[config.mk]
export PLATFORM = sky130hd
export DESIGN_NAME = scaler_v_ctrl
export DESIGN_NICKNAME = d
export VERILOG_FILES = /design/src/rtl/scaler_v_ctrl.sv
export SDC_FILE = /design/constraint.sdc
export NUM_CORES = 1
export LEC_CHECK = 0
export ABC_AREA = 1
export CAP_MARGIN = 20
export CORE_ASPECT_RATIO = 2
export CORE_MARGIN = 4
export CORE_UTILIZATION = 45
export DETAILED_ROUTE_END_ITERATION = 7
export GPL_ROUTABILITY_DRIVEN = 1
export HOLD_SLACK_MARGIN = 0.03
export PLACE_DENSITY = 0.67
export SLEW_MARGIN = 5
export SYNTH_ARGS = -nofsm -noshare
export SYNTH_HDL_FRONTEND = slang
export SYNTH_SLANG_ARGS = --single-unit
export TNS_END_PERCENT = 50
[constraint.sdc]
create_clock -name clk -period 1.9 [get_ports clk]
set_input_delay 0.285 -clock clk [delete_from_list [all_inputs] [get_ports clk]]
set_output_delay 0.285 -clock clk [all_outputs]
set_load 0.01 [all_outputs]
[src/rtl/scaler_v_ctrl.sv]
`default_nettype none
// ============================================================================
// scaler_v_ctrl : computes the 4.12 vertical scale step with a restoring
//                 divider and commits it to the scaler on a vs_i falling edge.
// Rev 1.0
// ============================================================================
module scaler_v_ctrl #(
  parameter int LINE_STEP         = 4096,
  parameter int LINE_SIZE_MAX     = 1024,
  parameter int DEFAULT_LINE_SIZE = 1024
) (
  input  logic        clk,
  input  logic        rst,
  input  logic [15:0] cfg_in_height,
  input  logic [15:0] cfg_out_height,
  input  logic [15:0] cfg_line_size,
  input  logic        cfg_valid,
  output logic        cfg_ready,
  input  logic        vs_i,
  output logic [15:0] scale_step,
  output logic [15:0] scale_line_size,
  output logic        cfg_err,
  output logic        cfg_sat,
  output logic        pending,
  output logic        upd_o
);

  typedef enum logic [1:0] {
    ST_IDLE = 2'd0,
    ST_DIV  = 2'd1,
    ST_DONE = 2'd2
  } state_t;

  localparam logic [15:0] C_STEP_RST = 16'(LINE_STEP);
  localparam logic [15:0] C_LINE_RST = 16'(DEFAULT_LINE_SIZE - 1);
  localparam logic [15:0] C_LINE_MAX = 16'(LINE_SIZE_MAX);
  localparam logic [27:0] C_NUM_MUL  = 28'(LINE_STEP);
  localparam logic [4:0]  C_LAST_IT  = 5'd27;

  state_t      state_q, state_d;
  logic [27:0] quo_q, quo_d;
  logic [15:0] rem_q, rem_d;
  logic [15:0] div_q, div_d;
  logic [4:0]  cnt_q, cnt_d;
  logic [15:0] line_q, line_d;
  logic [15:0] stg_step_q, stg_step_d;
  logic [15:0] stg_line_q, stg_line_d;
  logic [15:0] step_q, step_d;
  logic [15:0] lsize_q, lsize_d;
  logic        err_q, err_d;
  logic        sat_q, sat_d;
  logic        pend_q, pend_d;
  logic        upd_q, upd_d;
  logic        vs_q;

  logic [16:0] w_trial;
  logic [15:0] w_diff;
  logic        w_ge;
  logic        w_ovf;
  logic        w_bad;
  logic        w_edge;

  // quo_q holds the numerator, then shifts quotient bits in from the LSB
  assign w_trial = {rem_q, quo_q[27]};
  assign w_ge    = (w_trial >= {1'b0, div_q});
  assign w_diff  = w_trial[15:0] - div_q;
  assign w_ovf   = |quo_q[27:16];
  assign w_bad   = (cfg_out_height == 16'd0) || (cfg_line_size == 16'd0) ||
                   (cfg_line_size > C_LINE_MAX);
  assign w_edge  = vs_q & ~vs_i;

  always_comb begin
    state_d    = state_q;
    quo_d      = quo_q;
    rem_d      = rem_q;
    div_d      = div_q;
    cnt_d      = cnt_q;
    line_d     = line_q;
    stg_step_d = stg_step_q;
    stg_line_d = stg_line_q;
    step_d     = step_q;
    lsize_d    = lsize_q;
    sat_d      = sat_q;
    pend_d     = pend_q;
    err_d      = 1'b0;
    upd_d      = 1'b0;

    // Commit is evaluated first so a same-cycle DONE can re-arm pending.
    if (w_edge && pend_q) begin
      step_d  = stg_step_q;
      lsize_d = stg_line_q;
      pend_d  = 1'b0;
      upd_d   = 1'b1;
    end

    case (state_q)
      ST_IDLE: begin
        if (cfg_valid) begin
          if (w_bad) begin
            err_d = 1'b1;
          end else begin
            state_d = ST_DIV;
            quo_d   = 28'(cfg_in_height) * C_NUM_MUL;
            rem_d   = 16'd0;
            div_d   = cfg_out_height;
            cnt_d   = 5'd0;
            line_d  = cfg_line_size - 16'd1;
            sat_d   = 1'b0;
          end
        end
      end
      ST_DIV: begin
        quo_d = {quo_q[26:0], w_ge};
        rem_d = w_ge ? w_diff : w_trial[15:0];
        cnt_d = cnt_q + 5'd1;
        if (cnt_q == C_LAST_IT) state_d = ST_DONE;
      end
      ST_DONE: begin
        stg_step_d = w_ovf ? 16'hFFFF : quo_q[15:0];
        stg_line_d = line_q;
        pend_d     = 1'b1;
        if (w_ovf) sat_d = 1'b1;
        state_d    = ST_IDLE;
      end
      default: state_d = ST_IDLE;
    endcase
  end

  always_ff @(posedge clk) begin
    if (!rst) begin
      state_q    <= ST_IDLE;
      quo_q      <= 28'd0;
      rem_q      <= 16'd0;
      div_q      <= 16'd0;
      cnt_q      <= 5'd0;
      line_q     <= C_LINE_RST;
      stg_step_q <= C_STEP_RST;
      stg_line_q <= C_LINE_RST;
      step_q     <= C_STEP_RST;
      lsize_q    <= C_LINE_RST;
      err_q      <= 1'b0;
      sat_q      <= 1'b0;
      pend_q     <= 1'b0;
      upd_q      <= 1'b0;
      vs_q       <= 1'b0;
    end else begin
      state_q    <= state_d;
      quo_q      <= quo_d;
      rem_q      <= rem_d;
      div_q      <= div_d;
      cnt_q      <= cnt_d;
      line_q     <= line_d;
      stg_step_q <= stg_step_d;
      stg_line_q <= stg_line_d;
      step_q     <= step_d;
      lsize_q    <= lsize_d;
      err_q      <= err_d;
      sat_q      <= sat_d;
      pend_q     <= pend_d;
      upd_q      <= upd_d;
      vs_q       <= vs_i;
    end
  end

  assign cfg_ready       = (state_q == ST_IDLE);
  assign scale_step      = step_q;
  assign scale_line_size = lsize_q;
  assign cfg_err         = err_q;
  assign cfg_sat         = sat_q;
  assign pending         = pend_q;
  assign upd_o           = upd_q;

endmodule
`default_nettype wire

==> impl_metrics.ini <==
[global_route]
grt_pass1_vias = 7099
grt_max_degree = 39
grt-ovfl-total = 0
grt_use_total_pct = 22.3
grt_pass1_wl_mm = 32.9
antenna_found_initial = 0

[detailed_routing]
wl_per_cell_um = 14.0
drc = 0
finalWirelength_mm = 20.1
drtIter0Drc = 361
drtAntennaViolNets = 0
post_drt_via_cell_ratio = 4.96
num_vias = 7139
first_pass_iters = 4

[min_path]
hp-class = in2reg

[pwr]
pwr-share-seq_pct = 46.1
combPwrFrac_pct = 7.7
power_frac_clock_pct = 46.2
vdd_drop_max_v = 0.000650
p_per_area_nw_per_um2 = 698
p_sw_share_pct = 23.5
power.switching_mw = 1.63
p_int_mw = 5.32
p_leak_nw = 4.55
p_total_mw = 6.95

[synth]
seq_area_frac_synth_pct = 42.4
yosysTopAreaCellShare_pct = 42.4
ys_warn_count = 0
synthTopCellsByArea = dfxtp_1, nand2_1, nand3_1
yosys.area.top_type = dfxtp_1
synth_cells = 1046
syn_area_um2 = 7180
postSynthRegisterBits = 152
synthDistinctLibCells = 35
synth.avg_cell_area_um2 = 6.86
postSynthNetCount = 1118

[clock_network]
insertion_delay_ns = 0.42
cts_buffers = 17
clock_path_buffers = 2
tritoncts = yes
root_buffer = clkbuf_16
clock_sinks = 152
clkTransAtPathRegs_ns = 0.06
h-tree-depth = 4

[floorplanning]
ios = 89
die_area_um2 = 18200
coreArea_um2 = 15700
start_util_pct = 45.7
die_x_um = 97.3
rows = 65
die_h_um = 187

[status]
violations = negative setup slack
status = complete, but fails checks

[timing]
max_slew.worst_pin.slew_ns = 0.425
setup_viol = 2
slew_headroom_pct = 71.4
rsz0062_at_grt = yes
fin_ws_ns = -0.0481
hold_violations = 0
finalCriticalPeriod_ns = 1.95
fin_setup_tns_ns = -0.0493
fin_skew_ns = 0.00814
timing.final.crit_share_pct = 103
fmax_mhz = 513
maxSlewViolCount = 0

[finish]
drive_gt1_share_pct = 20.8
final_area_um2 = 9960
antennaDiodeCount = 0
post-route-util_pct = 63.5
layout_commonest_cell = nand2_1
nets = 1296
syn_to_final_growth_pct = 38.7
fillers = 1477
layout_common_cells = nand2_1, dfxtp_1, buf_4

[critical_path]
critPathLaunchType = register
worstSetupPathType = reg2reg
crit_fanout = 7
worstSetupEndpointType = register
cp_data_required_time_ns = 2.19
arrival_ns = 2.24

[placement]
pre_cts_slack_ns = -0.266
dp_hpwl_mm = 15.1
gp_congestion = 0.943
port-buffer-count = 88
place_area_um2 = 8960

[job]
drv_cap = 0
through the flow:
| stage | hold WS (ns) | std cells |
|---|---|---|
| 5_1_grt | 0.337 | 1438 |
| 4_1_cts | 0.306 | 1435 |
| 3_3_place_gp | 0.429 | 1402 |
| 6_report | 0.319 | 1438 |
| 2_1_floorplan | 0.378 | 1046 |
| 3_5_place_dp | 0.435 | 1402 |
worst paths after layout:
path | depth (start not counted) | from | slack (ns) | endpoint
max | 14 | div_q[2] | -0.05 | rem_q[12]
min | 4 | rst | 0.32 | line_q[10]
max reg2reg | 14 | div_q[2] | -0.05 | rem_q[12]
min reg2reg | 2 | quo_q[24] | 0.45 | quo_q[24]
cells in the mapped netlist (all sizes together):
library cell	number
nor2	107
o211ai	6
ha	19
a21oi	69
nand4	6
nand3b	5
xnor2	7
inv	96
o22ai	7
o21bai	2
clkbuf	27
nand3	79
o21a	1
xor2	6
dfxtp	152
nor4	3
buf	23
nor3	11
or2	5
nand2	342
o21ai	72
fa	1
repair_timing:
item | in CTS | in global routing
resized for setup | 32 | 58
gates cloned | 0 | 1
hold buffers | 0 | 0
pin swaps | 3 | 24
setup endpoints to repair | 17 | 18
endpoints found under the hold margin | 0 | 0
buffers inserted | 1 | 2
layout make-up:
type                       count  area, um2  share of cell area (%)
sequential                   152       3060                    30.7
inverter                      96        370                    3.72
multi-input combinational    748       3880                    39.0
tap                          201        251                    2.52
timing repair buffer         209       1840                    18.5
clock buffer                  20        447                    4.48
clock inverter                12        116                    1.17
sequential cells by signal (all words and copies together) (netlist names):
signal,cells
state_q,2
vs_q,1
cfg_err,1
line_q,16
div_q,16
stg_line_q,16
pending,1
scale_step,16
stg_step_q,16
quo_q,28
scale_line_size,16
cnt_q,5
rem_q,16
cfg_sat,1
upd_o,1
kinds of logic (layout without fill, tap and decap cells):
kind of cell	after synthesis	after routing	share of synthesized area, %
flip-flops	152	152	42.4
AO/OA/AOI/OAI	157	157	11.5
buffers and inverters	146	337	8.52
adder cells (fa/ha/maj)	20	20	3.59
XOR/XNOR	13	13	1.59
AND/OR/NAND/NOR	558	558	32.4
layer usage:
metal,GRT usage (%),wire length (um),vias to the layer above
met5,0,0,-
met3,3.37,521,55
met2,43.8,11200,123
met4,15.0,1360,0
met1,20.4,6980,3271
li1,-,-,3690
power by group through the flow:
stage / sequential, mW / clock (mW) / combinational, mW
floorplan: 3.27 / 0 / 0.219
global placement: 3.27 / 0 / 0.495
detailed placement: 3.27 / 0 / 0.497
CTS: 3.20 / 3.27 / 0.514
global route: 3.20 / 3.41 / 0.585
finish: 3.20 / 3.21 / 0.533
critical path, cell delays in order (launching register included):
cell and delay (ns):
dfxtp_2 0.34, inv_4 0.07, ha_4 0.30, nand2_1 0.06, nor2_1 0.10, nand2_1 0.07, nand3_2 0.09, nand2_2 0.06
nand2_2 0.09, nand2_2 0.08, nand2_4 0.16, buf_6 0.16, nand2_1 0.07, nand3_1 0.09, a21oi_1 0.07
Note: power is estimated with default switching activity, not from simulation.
